`src/rtl/sw_conditioner.sv`:
```
// Slide-switch conditioner: per-bit synchroniser, consecutive-sample debounce, edge pulses, settle FSM.
// Latency SYNC_STAGES+DEBOUNCE_CYCLES edges from input change to o_sw; no backpressure, outputs update every cycle.
module sw_conditioner #(
    parameter int WIDTH           = 2,
    parameter int SYNC_STAGES     = 2,
    parameter int DEBOUNCE_CYCLES = 4
) (
    input  logic             i_clk,
    input  logic             i_rst,
    input  logic [WIDTH-1:0] i_sw,
    output logic [WIDTH-1:0] o_sw,
    output logic [WIDTH-1:0] o_rise,
    output logic [WIDTH-1:0] o_fall,
    output logic             o_changed,
    output logic             o_ready
);
    localparam int CNT_W    = $clog2(DEBOUNCE_CYCLES + 1);
    localparam int SETTLE   = SYNC_STAGES + DEBOUNCE_CYCLES;
    localparam int SETTLE_W = $clog2(SETTLE + 1);

    typedef enum logic {
        ST_INIT,
        ST_RUN
    } state_t;

    state_t               state;
    state_t               state_nxt;
    logic [SETTLE_W-1:0]  settle_cnt;
    logic                 settle_done;
    logic [WIDTH-1:0]     sync_q [SYNC_STAGES];
    logic [WIDTH-1:0]     ss;
    logic [CNT_W-1:0]     cnt [WIDTH];
    logic [WIDTH-1:0]     accept;

    assign ss          = sync_q[SYNC_STAGES-1];
    assign settle_done = (settle_cnt == SETTLE_W'(SETTLE - 1));
    assign o_ready     = (state == ST_RUN);

    always_ff @(posedge i_clk) begin
        if (i_rst) begin
            for (int i = 0; i < SYNC_STAGES; i++) begin
                sync_q[i] <= '0;
            end
        end else begin
            sync_q[0] <= i_sw;
            for (int i = 1; i < SYNC_STAGES; i++) begin
                sync_q[i] <= sync_q[i-1];
            end
        end
    end

    always_ff @(posedge i_clk) begin
        if (i_rst) begin
            state      <= ST_INIT;
            settle_cnt <= '0;
        end else begin
            state <= state_nxt;
            if (state == ST_INIT && !settle_done) begin
                settle_cnt <= settle_cnt + 1'b1;
            end
        end
    end

    always_comb begin
        state_nxt = state;
        case (state)
            ST_INIT: if (settle_done) state_nxt = ST_RUN;
            ST_RUN:  state_nxt = ST_RUN;
            default: state_nxt = ST_INIT;
        endcase
    end

    // A bit is accepted on the edge that would otherwise take its count to DEBOUNCE_CYCLES.
    always_comb begin
        accept = '0;
        for (int b = 0; b < WIDTH; b++) begin
            accept[b] = (state == ST_RUN) && (ss[b] != o_sw[b]) &&
                        (cnt[b] == CNT_W'(DEBOUNCE_CYCLES - 1));
        end
    end

    always_ff @(posedge i_clk) begin
        if (i_rst) begin
            o_sw      <= '0;
            o_rise    <= '0;
            o_fall    <= '0;
            o_changed <= 1'b0;
            for (int b = 0; b < WIDTH; b++) begin
                cnt[b] <= '0;
            end
        end else if (state == ST_INIT) begin
            o_sw      <= ss;
            o_rise    <= '0;
            o_fall    <= '0;
            o_changed <= 1'b0;
            for (int b = 0; b < WIDTH; b++) begin
                cnt[b] <= '0;
            end
        end else begin
            o_sw      <= o_sw ^ accept;
            o_rise    <= accept & ss;
            o_fall    <= accept & ~ss;
            o_changed <= |accept;
            for (int b = 0; b < WIDTH; b++) begin
                if (ss[b] == o_sw[b] || accept[b]) begin
                    cnt[b] <= '0;
                end else begin
                    cnt[b] <= cnt[b] + 1'b1;
                end
            end
        end
    end
endmodule
```
`config.mk`:
```
export PLATFORM = sky130hd
export DESIGN_NAME = sw_conditioner
export DESIGN_NICKNAME = d
export VERILOG_FILES = /design/src/rtl/sw_conditioner.sv
export SDC_FILE = /design/constraint.sdc
export NUM_CORES = 1
export LEC_CHECK = 0
export CORE_ASPECT_RATIO = 1.25
export CORE_UTILIZATION = 51
export CTS_CLUSTER_SIZE = 10
export DETAILED_ROUTE_END_ITERATION = 12
export GPL_TIMING_DRIVEN = 0
export PLACE_DENSITY_LB_ADDON = 0.12
export RECOVER_POWER = 25
export SLEW_MARGIN = 10
export SYNTH_ARGS = -nofsm -noshare
export SYNTH_HDL_FRONTEND = slang
export SYNTH_SLANG_ARGS = --single-unit
```
`constraint.sdc`:
```
create_clock -name i_clk -period 1.6 [get_ports i_clk]
set_clock_uncertainty 0.05 [all_clocks]
set_input_delay 0.32 -clock i_clk [delete_from_list [all_inputs] [get_ports i_clk]]
set_output_delay 0.32 -clock i_clk [all_outputs]
set_load 0.01 [all_outputs]
```
# == Word level (Yosys, flattened, before mapping) ==
# Memories as Yosys holds them, arrays and structs flattened.
# Index checks and enable logic that the tools add are counted.
# classes
n_addsub,3
eq_ne,7
n_mux,33
n_bitwise,13
n_reduce_logical,10
# ops
op,n
2-to-1 mux 1 bit,23
2-to-1 mux 3 bit,6
"adder 3 x 1 -> 3 bit, second input constant",3
OR 1 bit,8
"equality test 3 x 2 -> 1 bit, second input constant",2
2-to-1 mux 2 bit,3
logical AND 1 bit,5
bitwise AND 2 bit,2
OR reduction 2 bit,2
"equality test 3 bit, second input constant",1
equality test 1 bit,2
logical OR 1 bit,2
!= test 1 bit,2
inverter 2 bit,1
one-hot mux 1 bit (2 select lines),1
XOR 2 bit,1
zero test 1 bit,1
inverter 1 bit,1
# totals
regBits,11
ramBits,10
word_cells,74
memories,2
# memory_table
name,depth,width,rd,rd_ports_with_merged_regs,wr,line_no,text
cnt,2,3,2,0,2,32,logic [CNT_W-1:0] cnt [WIDTH];
sync_q,2,2,2,0,2,30,logic [WIDTH-1:0] sync_q [SYNC_STAGES];

# == Longest topological paths before layout ==
# Gate-level depths: netlist of run 1.
# depth
ltp_word,10
ltp_mapped,5
mapped_depth_nobuf,5

# == Worst setup path after synthesis of run 1 ==
# Ideal clock, no wire load.
# synth_path
path_kind,reg2reg
from,memory cnt[1][0] (netlist bit)
to,memory cnt[1][0] (netlist bit) (data pin)
arrival_ps,1285
slack_ps,129
stages_incl_launch_ff,5
path_buffers,0
synth_period_minus_slack_ps,1471
path_cell_list,edfxtp_1 > ha_1 > ha_1 > or3_4 > nor2_2
# synth_lines
item,line_no
from (decl),32

==> results.yml, run 1 <==
sta:
  finalSetupViolCount: 0
  layout_min_cycle_time_ns: 1.53
  hold_viol: 0
  final_max_slew_viol_count: 0
  rsz0062_at_grt: "false"
  timing.final.crit_share: 0.955
  fmax_mhz: 655
synthesis:
  ys_seq_area_frac: 0.574
  avgSynthCellArea_um2: 11.6
  synth_top_area_frac: 0.359
  synth_cells: 72
  synth_area_leaders: "dfxtp_1, edfxtp_1, ha_1, nor2_2, xnor2_1"
  synth_cell_types: 22
  synth.ff_latch_count: 21
  synth_largest_area_cell: "dfxtp_1"
  ys_warn_count: 0
  synth_area_um2: 837
clocking:
  path_clk_slew_ns: 0.10
  hold_buffers: 0
  clkLatencyLatePin_ns: 0.29
  h-tree-depth: 1
  cts_tree: "done"
  cts-root-buf: "clkbuf_4"
  cts_sinks: 21
  numCtsBuffers: 3
  clockBufferDepth: 2
grt:
  grt.total_usage: 0.134
  grt_pass1_vias: 463
  met3_usage: 0.0427
  gr-total-overflow: 0
  met2_usage: 0.237
  grt_start_max_net_pins: 12
  grt_pass1_wl_mm: 1.66
  antenna_found_initial: 0
  busiest_layer: "met2"
  grt_use_met1: 0.134
worst_setup_path:
  worst_path_largest_cell_delay_ns: 0.42
  cp_cell_sequence: "ha_1 -> ha_1 -> or3_4 -> nor2_2"
  cp_max_fo: 4
  cp.arrival_ns: 1.64
  slowest_stage: "or3_4"
  worst_path_most_repeated_cell: "ha_1"
  cp-end-kind: "flop"
  path_class: "reg2reg"
  critical_path_required_ns: 1.72
  start_kind: "flop"
route:
  wl_per_cell_um: 9.47
  viasPerCell: 4.80
  routed_wl_mm: 1.06
  vias: 538
  drt_iter0_markers: 12
  drtPass1Iterations: 4
  drc_errors: 0
  ant_nets: 0
finish:
  layout_common_cells: "dfxtp_1, clkdlybuf4s50_1"
  area_delta_synth_final_pct: 23.9
  fin_area_mm2: 0.00104
  diodes: 0
  nNetsFinal: 105
  drive_gt1_frac: 0.191
  final_common_cell: "dfxtp_1"
power:
  vdd_drop_max_mv: 0.621
  power_mw: 0.902
  power_density_mw_per_mm2: 870
  power_leakage_nw: 0.426
floorplan:
  die_h_um: 47.3
  coreArea_mm2: 0.00154
  dieWidth_um: 38.2
  ios: 12
  die_area_mm2: 0.00181
  initial_utilization: 0.543
  rows: 16
placement:
  placed_area_um2: 988
  port_buffers: 11
  globalplace.congestion: 0.676
  hpwl_um: 807
hold_path:
  hold_class: "reg2reg"
status:
  status: "finished, final reports clean"
job:
  cap_violations: 0
through the flow:
stage          utilization  worst slack [ns]  hold slack, ns  cells  TNS, ns
2_1_floorplan            -             0.129           0.364     77        0
3_3_place_gp         0.641           -0.0344           0.367    106   -0.197
3_5_place_dp         0.641           -0.0478           0.377    106   -0.248
4_1_cts              0.660           0.00335           0.409    110        0
5_1_grt              0.673            0.0134           0.427    112        0
6_report             0.673            0.0723           0.404    112        0
metal layers:
| layer | up-vias | share of wire |
|---|---|---|
| met3 | 4 | 0.039 |
| met4 | 0 | 0.022 |
| li1 | 281 | - |
| met1 | 241 | 0.44 |
| met2 | 12 | 0.50 |
| met5 | - | 0 |
cell families (layout without fill, tap and decap cells):
logic type      count (synthesis)  count (layout)  share of synthesized area
buf+inv                         7              24                     0.0314
flops                          21              21                      0.574
xor+xnor                        3               3                     0.0314
other cells                     1               6                    0.00448
fa+ha+maj                       6               6                     0.0897
compound gates                  8               8                     0.0553
simple gates                   26              26                      0.214
registers in the layout, indices dropped and copies added (netlist names):
| name | flops |
|---|---|
| o_ready | 1 |
| settle_cnt | 3 |
| o_rise | 2 |
| cnt | 6 |
| o_changed | 1 |
| sync_q | 4 |
| o_fall | 2 |
| o_sw | 2 |
cells in the mapped netlist (all sizes together):
master and count:
a211oi 1, a21oi 4, and3 1, and4bb 1
clkbuf 1, conb 1, dfxtp 15, edfxtp 6
ha 6, inv 6, nand2b 1, nand3b 3
nor2 10, nor2b 4, nor3 1, nor3b 2
nor4b 1, o21ai 2, o2bb2ai 1, or3 2
xnor2 3
power by group:
part,internal [mW],total [mW],switching (mW)
clock,0.0971,0.241,0.144
combinational,0.0397,0.0748,0.0351
sequential,0.570,0.587,0.0172
worst paths after layout:
kind	slack, ns	depth (start not counted)	start	to
hold reg to reg	0.40	1	sync_q[0][0]	sync_q[0][2]
setup / recovery	0.07	4	cnt[0][0]	cnt[0][2]
hold / removal	0.40	1	sync_q[0][0]	sync_q[0][2]
setup reg to reg	0.07	4	cnt[0][0]	cnt[0][2]
worst max-delay path: cells and delay by family (launching register included):
family	cells	cell delay (ns)
fa+ha+maj	2	0.44
flops	1	0.41
simple gates	2	0.50
layout make-up:
| cell class | count | area (µm²) |
|---|---|---|
| inverter | 6 | 22.5 |
| sequential | 21 | 485 |
| timing repair buffer | 13 | 125 |
| multi-input combinational | 49 | 352 |
| buffer | 1 | 3.75 |
| tap | 18 | 22.5 |
| fill | 131 | 504 |
| clock buffer | 4 | 26.3 |
timing repair:
action                                  CTS  global route
endpoints found under the hold margin     0             0
setup buffers                             0             2
endpoints found under the setup margin    2             6
gates resized for setup                   5             2
Note: power is estimated with default switching activity, not from simulation.
==> run 2, diff against run 1 <==
--- a/config.mk
+++ b/config.mk
@@ -7,7 +7,7 @@
 export LEC_CHECK = 0
 export CORE_ASPECT_RATIO = 1.25
 export CORE_UTILIZATION = 51
-export CTS_CLUSTER_SIZE = 10
+export CTS_CLUSTER_SIZE = 25
 export DETAILED_ROUTE_END_ITERATION = 12
 export GPL_TIMING_DRIVEN = 0
 export PLACE_DENSITY_LB_ADDON = 0.12
==> results of run 2 <==
No change in the layout: final DEF, timing and power equal those of run 1.
==> run 3, diff against run 2 <==
--- a/config.mk
+++ b/config.mk
@@ -9,7 +9,6 @@
 export CORE_UTILIZATION = 51
 export CTS_CLUSTER_SIZE = 25
 export DETAILED_ROUTE_END_ITERATION = 12
-export GPL_TIMING_DRIVEN = 0
 export PLACE_DENSITY_LB_ADDON = 0.12
 export RECOVER_POWER = 25
 export SLEW_MARGIN = 10
==> run 3 against run 2 <==
Maximum frequency grew 0.88%. Final cell count increased by 2.7%. Clock power hardly changed. Register-to-register slack hardly changed. Die area did not move. Sequential cell count unchanged. Largest power group unchanged.
==> results.yml, run 3 (synthesis gave the netlist of run 1 again) <==
status:
  status: "finished, final reports clean"
sta:
  layout_min_cycle_time_ns: 1.51
  final_max_slew_viol_count: 0
  hold_viol: 0
  timing.final.crit_share: 0.947
  timing.hold.ws_ns: 0.405
  rsz0062_at_grt: "false"
  fmax_mhz: 660
  finalSetupViolCount: 0
grt:
  grt_start_max_net_pins: 13
  grt_pass1_wl_mm: 1.90
  antenna_found_initial: 0
  grt_pass1_vias: 507
  grt.total_usage: 0.158
  gr-total-overflow: 0
clocking:
  clkLatencyLatePin_ns: 0.29
  cts_sinks: 21
  numCtsBuffers: 3
  path_clk_slew_ns: 0.11
  h-tree-depth: 1
  cts_tree: "done"
  cts-root-buf: "clkbuf_4"
  clockBufferDepth: 2
route:
  routed_wl_mm: 1.24
  viasPerCell: 4.87
  wl_per_cell_um: 10.8
  drtPass1Iterations: 4
  vias: 560
  ant_nets: 0
  drt_iter0_markers: 10
  drc_errors: 0
worst_setup_path:
  reg2reg_depth: 4
  path_class: "reg2reg"
  rrSetupSlack_ns: 0.09
  cp_max_fo: 3
  critical_path_required_ns: 1.72
  cp.arrival_ns: 1.63
  timing.rr.end: "cnt[1][1]"
  start_kind: "flop"
  r2r_start: "cnt[1][0]"
  cp-end-kind: "flop"
finish:
  largest_register: "cnt"
  diodes: 0
  fin_area_mm2: 0.00105
  layout_common_cells: "dfxtp_1, clkdlybuf4s50_1"
  nNetsFinal: 108
  fillers: 117
  final_common_cell: "dfxtp_1"
  area_delta_synth_final_pct: 26.0
  largestRegisters: "cnt (6), sync_q (4), settle_cnt (3)"
  drive_gt1_frac: 0.216
  largest_reg_flops: 6
  seq_area_um2: 482
  multi_input_area_um2: 352
placement:
  placed_area_mm2: 0.00101
  globalplace.congestion: 0.697
  port_buffers: 11
  hpwl_um: 936
power:
  pwr-share-comb: 0.089
  power_density_mw_per_mm2: 862
  p_seq_frac: 0.645
  clkPwrFrac: 0.266
  power_leakage_nw: 0.425
  p_sw_frac: 0.224
  p_int_mw: 0.706
  p_sw_mw: 0.203
  vdd_drop_max_mv: 0.671
job:
  cap_violations: 0
hold_path:
  hold_path_end: "sync_q[0][3]"
  worstHoldStart: "sync_q[0][1]"
  hold_class: "reg2reg"
  whs_path_depth: 1
floorplan:
  ios: 12
  coreArea_mm2: 0.00154
  die_h_um: 47.3
  initial_utilization: 0.543
  rows: 16
  die_area_mm2: 0.00181
  dieWidth_um: 38.2
run 3: how the worst max path moves through the flow:
stage / start / end / slack (ns) / depth (start not counted)
floorplan: cnt[1][0] / cnt[1][0] / 0.13 / 4
global placement: i_rst / cnt[0][1] / -0.005 / 4
detailed placement: i_rst / cnt[1][1] / -0.03 / 4
CTS: cnt[0][0] / cnt[0][1] / 0.03 / 4
global route: o_fall[1] / o_fall[1] / 0.02 / 1
finish: cnt[1][0] / cnt[1][1] / 0.09 / 4
run 3: metrics by stage:
stage | worst slack (ns) | power [mW] | setup TNS [ns] | std cells | utilization
floorplan | 0.129 | 0.650 | 0 | 77 | -
global placement | -0.00504 | 0.676 | -0.00504 | 109 | 0.658
detailed placement | -0.0257 | 0.680 | -0.125 | 109 | 0.658
CTS | 0.0292 | 0.922 | 0 | 113 | 0.675
global route | 0.0229 | 0.958 | 0 | 115 | 0.684
finish | 0.0856 | 0.909 | 0 | 115 | 0.684
run 3: layout make-up:
type,instances,share of cell area
repair buffers,17,0.141
clock inverters,1,0.00474
flip-flops and latches,21,0.457
clock buffers,3,0.0214
inverters,6,0.0214
well taps,18,0.0214
multi-input cells,49,0.333
run 3: power by group through the flow:
| stage | clock, mW | combinational [mW] | sequential (mW) |
|---|---|---|---|
| 2_1_floorplan | 0 | 0.0517 | 0.598 |
| 6_report | 0.242 | 0.0806 | 0.587 |
| 4_1_cts | 0.255 | 0.0798 | 0.588 |
| 3_5_place_dp | 0 | 0.0797 | 0.600 |
| 5_1_grt | 0.275 | 0.0924 | 0.591 |
| 3_3_place_gp | 0 | 0.0777 | 0.598 |
run 3: layer usage:
layer,vias up,global-route usage,share of wire
li1,288,-,-
met1,257,0.147,0.41
met2,13,0.305,0.55
met3,2,0.0284,0.025
met4,0,0.107,0.014
met5,-,0,0
run 3: repair_timing:
action                                 CTS  global route
hold buffers                             0             0
resized for setup                        3             2
buffers inserted                         0             2
endpoints found under the hold margin    0             0
setup endpoints to repair                2             5
run 3: worst max-delay path: stages, from the launching register on:
cell      delay (ns)
edfxtp_1        0.41
ha_1            0.21
ha_1            0.20
or3_4           0.42
nor2_2          0.09
